<file path="src/rtl/pipe_sequencer.sv">
`default_nettype none
// +---------------------------------------------------------------------------+
// | pipe_sequencer: valid/metadata tracking, hazard, flush, freeze, forwarding |
// | and retire control for a five-stage RV32 pipeline.                        |
// | Revision: 1.0                                                             |
// +---------------------------------------------------------------------------+
module pipe_sequencer #(
   parameter int NREG_W = 5,
   parameter int CNT_W  = 32
) (
   input  logic              clock,
   input  logic              reset,
   input  logic [NREG_W-1:0] d_rs1,
   input  logic [NREG_W-1:0] d_rs2,
   input  logic              d_use_rs1,
   input  logic              d_use_rs2,
   input  logic [NREG_W-1:0] d_rd,
   input  logic              d_wen,
   input  logic              d_is_load,
   input  logic              x_brn_tkn,
   input  logic              mem_busy,
   output logic              pc_en,
   output logic              pc_sel_tgt,
   output logic              fd_en,
   output logic              dx_en,
   output logic              xm_en,
   output logic              mw_en,
   output logic [1:0]        fwd_a,
   output logic [1:0]        fwd_b,
   output logic              d_byp_a,
   output logic              d_byp_b,
   output logic              rf_wen,
   output logic [CNT_W-1:0]  retired
);

   logic              v_d_q, v_x_q, v_m_q, v_w_q;
   logic              v_d_d, v_x_d, v_m_d, v_w_d;
   logic [NREG_W-1:0] x_rd_q, x_rs1_q, x_rs2_q, m_rd_q, w_rd_q;
   logic [NREG_W-1:0] x_rd_d, x_rs1_d, x_rs2_d, m_rd_d, w_rd_d;
   logic              x_wen_q, x_is_load_q, x_use_rs1_q, x_use_rs2_q, m_wen_q, w_wen_q;
   logic              x_wen_d, x_is_load_d, x_use_rs1_d, x_use_rs2_d, m_wen_d, w_wen_d;
   logic [CNT_W-1:0]  retired_q, retired_d;

   logic w_hz, w_fl, w_run;
   logic w_m_a, w_w_a, w_m_b, w_w_b;

   assign w_hz = v_d_q & v_x_q & x_is_load_q & x_wen_q & (x_rd_q != '0) &
                 ((d_use_rs1 & (d_rs1 == x_rd_q)) | (d_use_rs2 & (d_rs2 == x_rd_q)));
   assign w_fl  = v_x_q & x_brn_tkn;
   // Reset gates the enables directly so they drop without waiting for a clock edge.
   assign w_run = ~reset & ~mem_busy;

   always_comb begin
      pc_en      = 1'b0;
      pc_sel_tgt = 1'b0;
      fd_en      = 1'b0;
      dx_en      = 1'b0;
      xm_en      = 1'b0;
      mw_en      = 1'b0;
      if (w_run) begin
         dx_en = 1'b1;
         xm_en = 1'b1;
         mw_en = 1'b1;
         if (w_fl) begin
            pc_en      = 1'b1;
            pc_sel_tgt = 1'b1;
            fd_en      = 1'b1;
         end else if (!w_hz) begin
            pc_en = 1'b1;
            fd_en = 1'b1;
         end
      end
   end

   always_comb begin
      v_d_d       = v_d_q;
      v_x_d       = v_x_q;
      v_m_d       = v_m_q;
      v_w_d       = v_w_q;
      x_rd_d      = x_rd_q;
      x_rs1_d     = x_rs1_q;
      x_rs2_d     = x_rs2_q;
      x_wen_d     = x_wen_q;
      x_is_load_d = x_is_load_q;
      x_use_rs1_d = x_use_rs1_q;
      x_use_rs2_d = x_use_rs2_q;
      m_rd_d      = m_rd_q;
      m_wen_d     = m_wen_q;
      w_rd_d      = w_rd_q;
      w_wen_d     = w_wen_q;
      retired_d   = retired_q;
      if (w_run) begin
         // Flush keeps the branch itself moving into M; hazard only bubbles X.
         if (w_fl) begin
            v_d_d = 1'b0;
            v_x_d = 1'b0;
            v_m_d = 1'b1;
            v_w_d = v_m_q;
         end else if (w_hz) begin
            v_x_d = 1'b0;
            v_m_d = v_x_q;
            v_w_d = v_m_q;
         end else begin
            v_d_d = 1'b1;
            v_x_d = v_d_q;
            v_m_d = v_x_q;
            v_w_d = v_m_q;
         end
         x_rd_d      = d_rd;
         x_rs1_d     = d_rs1;
         x_rs2_d     = d_rs2;
         x_wen_d     = d_wen;
         x_is_load_d = d_is_load;
         x_use_rs1_d = d_use_rs1;
         x_use_rs2_d = d_use_rs2;
         m_rd_d      = x_rd_q;
         m_wen_d     = x_wen_q;
         w_rd_d      = m_rd_q;
         w_wen_d     = m_wen_q;
         if (v_w_q) begin
            retired_d = retired_q + 1'b1;
         end
      end
   end

   always_ff @(posedge clock or posedge reset) begin
      if (reset) begin
         v_d_q       <= 1'b0;
         v_x_q       <= 1'b0;
         v_m_q       <= 1'b0;
         v_w_q       <= 1'b0;
         x_rd_q      <= '0;
         x_rs1_q     <= '0;
         x_rs2_q     <= '0;
         x_wen_q     <= 1'b0;
         x_is_load_q <= 1'b0;
         x_use_rs1_q <= 1'b0;
         x_use_rs2_q <= 1'b0;
         m_rd_q      <= '0;
         m_wen_q     <= 1'b0;
         w_rd_q      <= '0;
         w_wen_q     <= 1'b0;
         retired_q   <= '0;
      end else begin
         v_d_q       <= v_d_d;
         v_x_q       <= v_x_d;
         v_m_q       <= v_m_d;
         v_w_q       <= v_w_d;
         x_rd_q      <= x_rd_d;
         x_rs1_q     <= x_rs1_d;
         x_rs2_q     <= x_rs2_d;
         x_wen_q     <= x_wen_d;
         x_is_load_q <= x_is_load_d;
         x_use_rs1_q <= x_use_rs1_d;
         x_use_rs2_q <= x_use_rs2_d;
         m_rd_q      <= m_rd_d;
         m_wen_q     <= m_wen_d;
         w_rd_q      <= w_rd_d;
         w_wen_q     <= w_wen_d;
         retired_q   <= retired_d;
      end
   end

   // x0 is excluded from every forward/bypass path; M wins over W.
   assign w_m_a = v_m_q & m_wen_q & (m_rd_q != '0) & (m_rd_q == x_rs1_q) & x_use_rs1_q;
   assign w_w_a = v_w_q & w_wen_q & (w_rd_q != '0) & (w_rd_q == x_rs1_q) & x_use_rs1_q;
   assign w_m_b = v_m_q & m_wen_q & (m_rd_q != '0) & (m_rd_q == x_rs2_q) & x_use_rs2_q;
   assign w_w_b = v_w_q & w_wen_q & (w_rd_q != '0) & (w_rd_q == x_rs2_q) & x_use_rs2_q;

   assign fwd_a   = w_m_a ? 2'b01 : (w_w_a ? 2'b10 : 2'b00);
   assign fwd_b   = w_m_b ? 2'b01 : (w_w_b ? 2'b10 : 2'b00);
   assign d_byp_a = v_w_q & w_wen_q & (w_rd_q != '0) & (w_rd_q == d_rs1);
   assign d_byp_b = v_w_q & w_wen_q & (w_rd_q != '0) & (w_rd_q == d_rs2);
   assign rf_wen  = v_w_q & w_wen_q & ~mem_busy;
   assign retired = retired_q;

endmodule
`default_nettype wire

</file>
<file path="config.mk">
export PLATFORM = sky130hd
export DESIGN_NAME = pipe_sequencer
export DESIGN_NICKNAME = d
export VERILOG_FILES = /design/src/rtl/pipe_sequencer.sv
export SDC_FILE = /design/constraint.sdc
export NUM_CORES = 1
export LEC_CHECK = 0
export BUFFER_PORTS_ARGS = -buffer_cell sky130_fd_sc_hd__clkbuf_2
export CAP_MARGIN = 20
export CORE_MARGIN = 4
export CORE_UTILIZATION = 36
export CTS_CLUSTER_DIAMETER = 60
export DETAILED_ROUTE_END_ITERATION = 7
export PLACE_DENSITY = 0.62
export SLEW_MARGIN = 10
export SYNTH_ARGS = -nofsm -noshare
export SYNTH_HDL_FRONTEND = slang
export SYNTH_SLANG_ARGS = --single-unit
</file>
<file path="constraint.sdc">
create_clock -name clock -period 1.8 [get_ports clock]
set_clock_uncertainty 0.1 [all_clocks]
set_input_delay 0.09 -clock clock [delete_from_list [all_inputs] [get_ports clock]]
set_output_delay 0.09 -clock clock [all_outputs]
set_load 0.05 [all_outputs]
</file>
==> flow_summary_export.csv, run 1 <==
group,metric,value,unit
yosys,synth_adder_area_share,0.00371,
critical_path,setup.worst_path.end_class,"output pin",
critical_path,required,1.61,ns
hold_path,worstHoldPathCells,4,
global_route,gr-total-overflow,0,
critical_path,worstPathCellList,"or4_4 -> o211ai_1 -> buf_4 -> nor3_2 -> nor3_4 -> buf_8",
yosys,synth_compound_area_frac,0.0148,
clock_network,h-tree-depth,3,
power_and_ir_drop,power.total,4.52,mW
route,viasPerCell,4.91,
yosys,syn_area,3370,µm²
critical_path,critical-path-top-delay-family,"simple AND/OR/NAND/NOR gates",
floorplanning,dieArea,11000,µm²
critical_path,critPathLaunchType,"flop",
critical_path,slowest_delay,0.53,ns
floorplanning,die_w,105,µm
yosys,ys.flop_type,"dfrtp_1",
power_and_ir_drop,p_sw,1.62,mW
route,via_count,2536,
power_and_ir_drop,irDropWorstVdd,858,µV
timing,finalCritPeriodShare,1.16,
yosys,synth_cell_types,32,
timing,setup_violations,8,
layout,area_growth,37.7,%
power_and_ir_drop,combPwrFrac,0.326,
yosys,synthXorXnorAreaFrac,0.184,
power_and_ir_drop,cellLeakagePower,2.02,nW
run_status,violations,"negative setup slack",
floorplanning,core,9200,µm²
layout,drive_gt1_frac,0.384,
power_and_ir_drop,internal-power,2.90,mW
floorplanning,initial_utilization,0.367,
placement,dp_hpwl,5620,µm
route,wl,7800,µm
yosys,ys.warnings.count,0,
placement,io_buffers,67,
clock_network,cts_sinks,67,
global_route,grt_pass1_vias,2662,
critical_path,regToRegSetupSlack,0.05,ns
yosys,synthMuxAreaShare,0.113,
timing,period_needed,2.09,ns
timing,worst_slack,-0.294,ns
floorplanning,num_rows,35,
yosys,synth_top_family_by_area,"XOR/XNOR gates",
critical_path,reg2regPathDepth,5,
layout,final_util,0.505,
floorplanning,pin_count,68,
clock_network,root_buffer,"clkbuf_8",
global_route,grt_usage,0.148,
yosys,syn-num-nets,314,
clock_network,cts_tree,"done",
job,cap_violations,0,
timing,tightest_slew,0.508,ns
global_route,grt_max_degree,47,
route,drtPass1Iterations,4,
layout,fin_nets,425,
critical_path,arrival,1.90,ns
critical_path,critPathBufInv,2,
yosys,synth_edf_count,0,
yosys,syn-instance-count,290,
placement,place.gp.congestion,0.869,
critical_path,slowest_stage,"or4_4",
timing,max_freq,477,MHz
critical_path,cp_num_cells,6,
route,antenna_left,0,
yosys,synth-seq-cells,67,
power_and_ir_drop,p_seq_frac,0.442,
yosys,synth_simple_gate_area_share,0.156,
route,drcViolationCount,0,
power_and_ir_drop,powerDensity,973,nW/µm²
clock_network,clk_pin_slew,0.08,ns
clock_network,clockBufferDepth,2,
floorplanning,die_h,105,µm
global_route,grt_antenna_before_repair,0,
run_status,status,"finished with violations",
clock_network,numCtsBuffers,9,
timing,finalHoldViolations,0,
clock_network,worstSkewPairLatency,0.34,ns
route,routedWlPerCell,15.1,µm
yosys,syn-mean-instance-area,11.6,µm²
layout,antennaDiodeCount,0,
route,initialDrtViolationCount,61,
layout,n_fill_cell,853,
hold_path,hp-class,"in2reg",
yosys,synth-async-reset-ratio,1.00,
global_route,grt_pass1_wl,13100,µm
critical_path,worstPathMaxFanout,2,
timing,slew_viol_final,0,
yosys,yosysSeqAreaShare,0.497,
power_and_ir_drop,switching_share,0.358,
timing,rsz0062_at_grt,"true",
critical_path,critical_path_class,"reg2out",
timing,relSlewSlack,0.660,
power_and_ir_drop,p_clk_frac,0.233,
[path summary, 6_finish.rpt]
path / startpoint / endpoint
worst max-delay path: m_rd_q[4]$_DFFE_PP0P_ / fwd_b[1]
worst min-delay path: x_brn_tkn / v_d_q$_DFFE_PP0P_
worst max register to register: v_w_q$_DFFE_PP0P_ / retired[21]$_DFFE_PP0P_
worst min register to register: retired[31]$_DFFE_PP0P_ / retired[31]$_DFFE_PP0P_
max in group asynchronous: reset / x_rd_q[3]$_DFFE_PP0P_
min in group asynchronous: reset / retired[10]$_DFFE_PP0P_
[flip-flops by register name, indices dropped and copies added (netlist names)]
register	count
x_rs1_q	5
w_wen_q	1
x_wen_q	1
x_rs2_q	5
v_x_q	1
w_rd_q	5
x_use_rs1_q	1
x_is_load_q	1
x_rd_q	5
x_use_rs2_q	1
retired	32
m_rd_q	5
v_m_q	1
v_w_q	1
m_wen_q	1
v_d_q	1
[final cells by class]
cell class                      count  area [µm²]  area share
Inverter                            4        18.8     0.00404
Timing Repair Buffer              116         883       0.190
Clock buffer                       11         131      0.0283
Sequential cell                    67        1700       0.367
Multi-Input combinational cell    203        1740       0.374
Clock inverter                      5        31.3     0.00673
Tap cell                          111         139      0.0299
[layout by cell type (no fill, tap or decap), types with 4 or more instances in the layout]
cell type,Yosys,final
mux2_1,32,32
nor2_1,7,7
nand2_1,16,16
buf_8,0,5
and3_1,4,4
xnor2_1,56,52
xor2_1,15,15
buf_12,0,4
dlygate4sd3_1,0,20
clkbuf_2,0,59
nor4_4,3,5
xnor2_2,0,4
dfrtp_1,67,45
buf_4,6,24
clkbuf_8,0,12
nand4_1,19,19
nand3_1,16,16
nor3_1,11,6
dfrtp_2,0,22
[cell families after synthesis]
kind of cell,count (synthesis)
AO/OA/AOI/OAI,8
flip-flops,67
AND/OR/NAND/NOR,89
buffers and inverters,20
multiplexers,34
XOR/XNOR,71
adder cells (fa/ha/maj),1
[worst register-to-register path, stage by stage (launching register included)]
cell and delay [ns]:
dfrtp_1 0.42, or3b_4 0.45, nor4_4 0.21, buf_4 0.19
nand4_1 0.13, xnor2_1 0.15
[power by group through the flow]
stage / Sequential [mW] / Clock, mW / Combinational [mW]
after floorplan: 2.10 / 0 / 0.794
after global placement: 2.01 / 0 / 1.30
after detailed placement: 2.01 / 0 / 1.31
after CTS: 1.98 / 1.09 / 1.44
after global routing: 2.04 / 1.16 / 1.59
final: 2.00 / 1.05 / 1.47
[metrics by stage]
step	hold slack (ns)	instance area [µm²]	worst slack, ns	instances	TNS, ns
floorplan	0.125	3480	-0.0390	290	-0.0788
global placement	0.0646	4080	-0.0621	474	-0.149
detailed placement	0.0686	4080	-0.104	474	-0.270
CTS	0.0571	4580	-0.339	515	-1.91
global route	0.0710	4650	-0.424	517	-2.55
finish	0.0638	4650	-0.294	517	-1.67
[timing repair]
item / 4_1_cts / 5_1_grt
hold buffers: 20 / 0
hold endpoints to repair: 40 / 0
pin swaps: 10 / 8
setup endpoints to repair: 8 / 20
gates resized for setup: 24 / 14
buffers inserted: 5 / 2
[routing by layer]
layer | wire length, µm | global-route usage | part of all wire
met1 | 3610 | 0.197 | 0.46
met4 | 88 | 0.0431 | 0.011
met3 | 348 | 0.0408 | 0.045
met2 | 3760 | 0.234 | 0.48
met5 | 0 | 0 | 0
[synth_stat cells, drive strengths merged (3+ instances only)]
master	n	area, µm²
inv	4	15.0
buf	10	65.1
nand4	19	119
mux2	34	383
dfrtp	67	1680
xor2	15	131
clkbuf	6	22.5
and3	4	25.0
nor2	7	26.3
nor4	7	88.8
and4	3	26.3
nor3	11	55.1
nand2	16	60.1
nand3	16	80.1
xnor2	56	490
Power figures use the tool's default switching activity.
==> run 2: changes to the inputs <==
ABC_AREA = 1   (was not set)
==> flow_summary_export.csv, run 2 <==
group,metric,value,unit
floorplanning,pin_count,68,
job,cap_violations,0,
route,viasPerCell,4.75,
critical_path,arrival,1.68,ns
floorplanning,die_w,110,µm
global_route,grt_usage,0.178,
clock_network,cts_tree,"done",
placement,dp_hpwl,7510,µm
critical_path,required,1.61,ns
route,drtPass1Iterations,5,
yosys,ys.flop_type,"dfrtp_1",
hold_path,hp-class,"in2reg",
yosys,synth-async-reset-ratio,1.00,
layout,final_cell_mix,"147 x nand2_1, 58 x clkbuf_2, 50 x dfrtp_1",
hold_path,hp-start,"x_brn_tkn",
hold_path,worstHoldPathCells,4,
global_route,grt_antenna_before_repair,0,
timing,finalHoldViolations,0,
route,drcViolationCount,0,
power_and_ir_drop,powerDensity,833,nW/µm²
critical_path,reg2regPathDepth,7,
critical_path,r2r_end,"retired[16]$_DFFE_PP0P_",
layout,drive_gt1_frac,0.298,
global_route,gr-total-overflow,0,
layout,largest_reg_flops,32,
yosys,synth_most_common_cell,"nand2_1",
timing,slew_viol_final,0,
yosys,syn-mean-instance-area,7.67,µm²
yosys,netlist_top_cells_area,"dfrtp_1 45%, nand2_1 15%, inv_1 5.6%, xnor2_1 5.1%, o21ai_0 4.5%",
power_and_ir_drop,switching_share,0.337,
yosys,syn-num-nets,515,
global_route,grt_pass1_wl,16700,µm
power_and_ir_drop,p_seq_frac,0.446,
timing,max_freq,535,MHz
yosys,synth_edf_count,0,
power_and_ir_drop,combPwrFrac,0.256,
run_status,violations,"negative setup slack",
yosys,syn_area,3760,µm²
yosys,synth_cell_types,29,
clock_network,cts_sinks,67,
critical_path,r2r-start,"retired[0]$_DFFE_PP0P_",
timing,finalCritPeriodShare,1.04,
power_and_ir_drop,cellLeakagePower,2.45,nW
global_route,grt_pass1_vias,3464,
placement,dp_cells,692,
route,via_count,3499,
timing,relSlewSlack,0.766,
critical_path,critical_path_class,"reg2out",
clock_network,numCtsBuffers,9,
run_status,status,"finished with violations",
power_and_ir_drop,internal-power,2.82,mW
yosys,yosys.area.top_type_share,0.445,
clock_network,clk_pin_slew,0.07,ns
yosys,yosysTopAreaCell,"dfrtp_1",
layout,antennaDiodeCount,0,
layout,final_util,0.497,
clock_network,h-tree-depth,3,
placement,io_buffers,67,
layout,regArea,1700,µm²
hold_path,min_to,"v_x_q$_DFFE_PP0P_",
layout,fin_cells,737,
power_and_ir_drop,irDropWorstVdd,1000,µV
placement,place.gp.congestion,0.931,
yosys,yosysSeqAreaShare,0.445,
layout,fin_nets,621,
critical_path,regToRegSetupSlack,0.10,ns
placement,placed_cell_area,4400,µm²
critical_path,worstPathMaxFanout,6,
critical_path,critPathLaunchType,"flop",
timing,fin_hold_ws,0.0603,ns
floorplanning,core,10300,µm²
timing,rsz0062_at_grt,"true",
floorplanning,num_rows,37,
power_and_ir_drop,p_sw,1.43,mW
clock_network,worstSkewPairLatency,0.35,ns
global_route,grt_max_degree,42,
floorplanning,die_h,110,µm
timing,period_needed,1.87,ns
timing,tns,-0.199,ns
layout,n_fill_cell,983,
critical_path,setup.worst_path.end_class,"output pin",
power_and_ir_drop,power.total,4.25,mW
route,wl,10300,µm
layout,area_growth,35.6,%
clock_network,clockBufferDepth,2,
layout,final_area,5100,µm²
route,initialDrtViolationCount,162,
timing,setup_violations,5,
timing,worst_slack,-0.0693,ns
floorplanning,dieArea,12200,µm²
placement,place_ws,0.0815,ns
power_and_ir_drop,p_clk_frac,0.298,
timing,tightest_slew,0.351,ns
yosys,synth-seq-cells,67,
floorplanning,initial_utilization,0.366,
route,antenna_left,0,
route,routedWlPerCell,13.9,µm
yosys,synth_common_cells,"151 x nand2_1, 67 x dfrtp_1, 56 x inv_1, 45 x nor2_1, 34 x o21ai_0",
layout,multi_input_area,1990,µm²
layout,layout_commonest_cell,"nand2_1",
yosys,ys.warnings.count,0,
yosys,syn-instance-count,491,
clock_network,root_buffer,"clkbuf_8",
run 2: cell count changes in the layout (fill, tap and decap cells not counted), sizes merged, moves of 4 or more:
cell    change
and3        -4
nor2       +46
o21ai      +33
nand3       +6
inv        +53
nand4       -4
nor4        -5
mux2       -33
xnor2      -34
nand3b      +5
nand2     +137
run 2: cell families (layout without fill, tap and decap cells):
logic type,Yosys count,after routing,synth area share
AOI/OAI and AO/OA,47,47,0.0678
xor gates and xnor gates,38,38,0.0884
adders and majority gates,1,1,0.00332
muxes,1,1,0.00299
buffers and inverters,75,185,0.0814
and+or+nand+nor,262,262,0.311
DFF,67,67,0.445
run 2: cell type report:
| type | count | share of cell area |
|---|---|---|
| inverters | 57 | 0.0426 |
| repair buffers | 113 | 0.163 |
| flip-flops and latches | 67 | 0.333 |
| clock buffers | 13 | 0.0311 |
| well taps | 136 | 0.0333 |
| clock inverters | 2 | 0.00686 |
| multi-input cells | 349 | 0.390 |
run 2: how the worst max path moves through the flow:
stage          cells after the start       end  slack (ns)             startpoint
2_1_floorplan                      5   d_byp_a       -0.11  w_rd_q[0]$_DFFE_PP0P_
3_3_place_gp                       7  fwd_a[1]        0.08  w_rd_q[1]$_DFFE_PP0P_
3_5_place_dp                       7  fwd_a[1]        0.08  w_rd_q[1]$_DFFE_PP0P_
4_1_cts                            4   d_byp_b       -0.05  w_rd_q[2]$_DFFE_PP0P_
5_1_grt                            7  fwd_a[1]       -0.13  w_rd_q[2]$_DFFE_PP0P_
6_report                           7  fwd_a[1]       -0.07  w_rd_q[2]$_DFFE_PP0P_
run 2: metal layers:
layer  routed length, µm  global-route usage  vias to the layer above
met5                   0                   0                        -
met4                  60              0.0633                        0
met3                 473              0.0280                        8
met2                5060               0.290                       96
met1                4680               0.240                     1627
li1                    -                   -                     1768
run 2: critical path: stages (launching register included):
cell       delay (ns)
dfrtp_2          0.50
inv_2            0.06
nand2_1          0.06
o2111ai_1        0.09
nor2_1           0.18
nand4_1          0.14
nor2_2           0.14
buf_8            0.16
run 2: repair_timing:
action,CTS,global route
buffers inserted,8,2
setup endpoints to repair,8,9
hold buffers,20,0
pin swaps,11,15
gates resized for setup,47,25
endpoints found under the hold margin,86,0
run 2: power by group through the flow:
stage / Combinational (mW) / Clock (mW) / Sequential [mW]
6_report: 1.09 / 1.27 / 1.89
5_1_grt: 1.20 / 1.39 / 1.92
4_1_cts: 1.04 / 1.31 / 1.88
3_5_place_dp: 0.898 / 0 / 1.89
3_3_place_gp: 0.888 / 0 / 1.89
2_1_floorplan: 0.542 / 0 / 1.97
==> run 3: changes to the inputs <==
CORE_UTILIZATION = 45   (was 36)
PLACE_DENSITY = 0.73   (was 0.62)
==> flow_summary_export.csv, run 3 (synthesized netlist as in run 2, its figures left out) <==
group,metric,value,unit
run_status,status,"finished with violations",
run_status,violations,"negative setup slack",
floorplanning,initial_utilization,0.461,
critical_path,regToRegSetupSlack,0.14,ns
power_and_ir_drop,cellLeakagePower,2.38,nW
layout,largest_reg_flops,32,
placement,place_ws,0.140,ns
placement,placed_cell_area,4300,µm²
route,viasPerCell,5.09,
clock_network,worstSkewPairLatency,0.34,ns
global_route,grt_max_degree,38,
global_route,grt_pass1_vias,3382,
route,wl,10200,µm
route,antenna_left,0,
timing,tightest_slew,0.453,ns
timing,relSlewSlack,0.697,
clock_network,cts_tree,"done",
critical_path,worstPathMaxFanout,6,
critical_path,reg2regPathDepth,6,
critical_path,setup.worst_path.end_class,"output pin",
timing,fin_hold_ws,0.0646,ns
timing,period_needed,1.87,ns
global_route,grt_antenna_before_repair,0,
placement,dp_hpwl,7240,µm
route,drcViolationCount,0,
hold_path,min_to,"v_x_q$_DFFE_PP0P_",
route,initialDrtViolationCount,219,
layout,drive_gt1_frac,0.258,
clock_network,clk_pin_slew,0.07,ns
layout,layout_commonest_cell,"nand2_1",
timing,finalHoldViolations,0,
global_route,grt_pass1_wl,16800,µm
placement,io_buffers,67,
floorplanning,die_h,99.5,µm
global_route,gr-total-overflow,0,
placement,dp_cells,654,
floorplanning,die_w,99.5,µm
critical_path,critical_path_class,"reg2out",
timing,finalCritPeriodShare,1.04,
power_and_ir_drop,irDropWorstVdd,381,µV
route,drtPass1Iterations,5,
clock_network,cts_sinks,67,
clock_network,root_buffer,"clkbuf_8",
critical_path,required,1.61,ns
power_and_ir_drop,powerDensity,843,nW/µm²
timing,rsz0062_at_grt,"true",
timing,setup_violations,6,
global_route,grt_usage,0.212,
critical_path,r2r-start,"v_w_q$_DFFE_PP0P_",
layout,fin_cells,699,
timing,slew_viol_final,0,
hold_path,hp-class,"in2reg",
layout,area_growth,30.1,%
timing,max_freq,534,MHz
route,via_count,3558,
critical_path,slowest_delay,0.47,ns
critical_path,worstPathCellList,"nor3_2 -> nand3_1 -> nand3_2 -> inv_1 -> nand4_1 -> nor2_1 -> clkbuf_8",
power_and_ir_drop,power.total,4.13,mW
floorplanning,dieArea,9890,µm²
layout,final_area,4900,µm²
route,routedWlPerCell,14.6,µm
layout,n_fill_cell,701,
floorplanning,core,8180,µm²
hold_path,worstHoldPathCells,4,
layout,antennaDiodeCount,0,
clock_network,h-tree-depth,3,
hold_path,hp-start,"x_brn_tkn",
timing,worst_slack,-0.0728,ns
critical_path,r2r_end,"retired[13]$_DFFE_PP0P_",
placement,place.gp.congestion,0.954,
layout,fin_nets,613,
floorplanning,pin_count,68,
critical_path,arrival,1.68,ns
job,cap_violations,0,
clock_network,numCtsBuffers,9,
critical_path,critPathLaunchType,"flop",
critical_path,slowest_stage,"dfrtp_2",
floorplanning,num_rows,33,
clock_network,clockBufferDepth,2,
layout,final_cell_mix,"150 x nand2_1, 57 x clkbuf_2, 50 x dfrtp_1",
run 3: cell count changes in the layout (fill, tap and decap cells not counted), moves of 3 or more:
cell,before,now
buf_4,22,18
inv_1,44,49
inv_2,12,7
nand2_1,147,150
nand2_2,4,1
xnor2_1,17,20
xnor2_2,5,2
run 3: repair_timing:
item                                   in CTS  in global routing
gates cloned                                0                  0
hold buffers                               20                  0
setup endpoints to repair                   8                  9
gates resized for setup                    29                 21
endpoints found under the hold margin      37                  0
buffers inserted                            6                  4
pin swaps                                   7                 10
run 3: how the worst max path moves through the flow:
stage / from / slack [ns] / depth (start not counted) / end
after floorplan: w_rd_q[0]$_DFFE_PP0P_ / -0.11 / 5 / d_byp_a
after global placement: m_rd_q[2]$_DFFE_PP0P_ / 0.20 / 8 / fwd_b[1]
after detailed placement: retired[0]$_DFFE_PP0P_ / 0.14 / 7 / retired[16]$_DFFE_PP0P_
after CTS: m_rd_q[0]$_DFFE_PP0P_ / -0.01 / 6 / fwd_b[0]
after global routing: w_rd_q[3]$_DFFE_PP0P_ / -0.13 / 5 / d_byp_a
final: w_rd_q[2]$_DFFE_PP0P_ / -0.07 / 7 / fwd_a[1]
run 3: power breakdown:
group	leakage (nW)	internal, mW	total (mW)	switching (mW)
clock network	0.0947	0.679	1.23	0.555
registers	0.852	1.68	1.91	0.226
logic	1.43	0.369	0.989	0.621
run 3: area by class of cell:
class                   count  area (µm²)  share of cell area
multi-input cells         349        1910               0.390
clock inverters             2        35.0             0.00715
inverters                  57         218              0.0444
flip-flops and latches     67        1700               0.347
well taps                 105         131              0.0268
repair buffers            105         754               0.154
clock buffers              14         153              0.0312
run 3: layer usage:
metal | global-route usage | up-vias | part of all wire | wire (µm)
li1 | - | 1743 | - | -
met4 | 0.0809 | 0 | 0.020 | 204
met3 | 0.0372 | 23 | 0.057 | 577
met2 | 0.333 | 135 | 0.47 | 4830
met1 | 0.294 | 1657 | 0.45 | 4580
met5 | 0 | - | 0 | 0
run 3: worst max-delay path: cells and delay by family (launching register included):
kind | cells | cell delay, ns
buffers and inverters | 2 | 0.23
AND/OR/NAND/NOR | 5 | 0.63
flip-flops | 1 | 0.47
run 3: per-stage QoR:
| stage | utilization | TNS (ns) |
|---|---|---|
| final | 0.599 | -0.273 |
| after global routing | 0.599 | -0.813 |
| after CTS | 0.590 | -0.0201 |
| after detailed placement | 0.526 | 0 |
| after global placement | 0.526 | 0 |
| after floorplan | - | -0.214 |
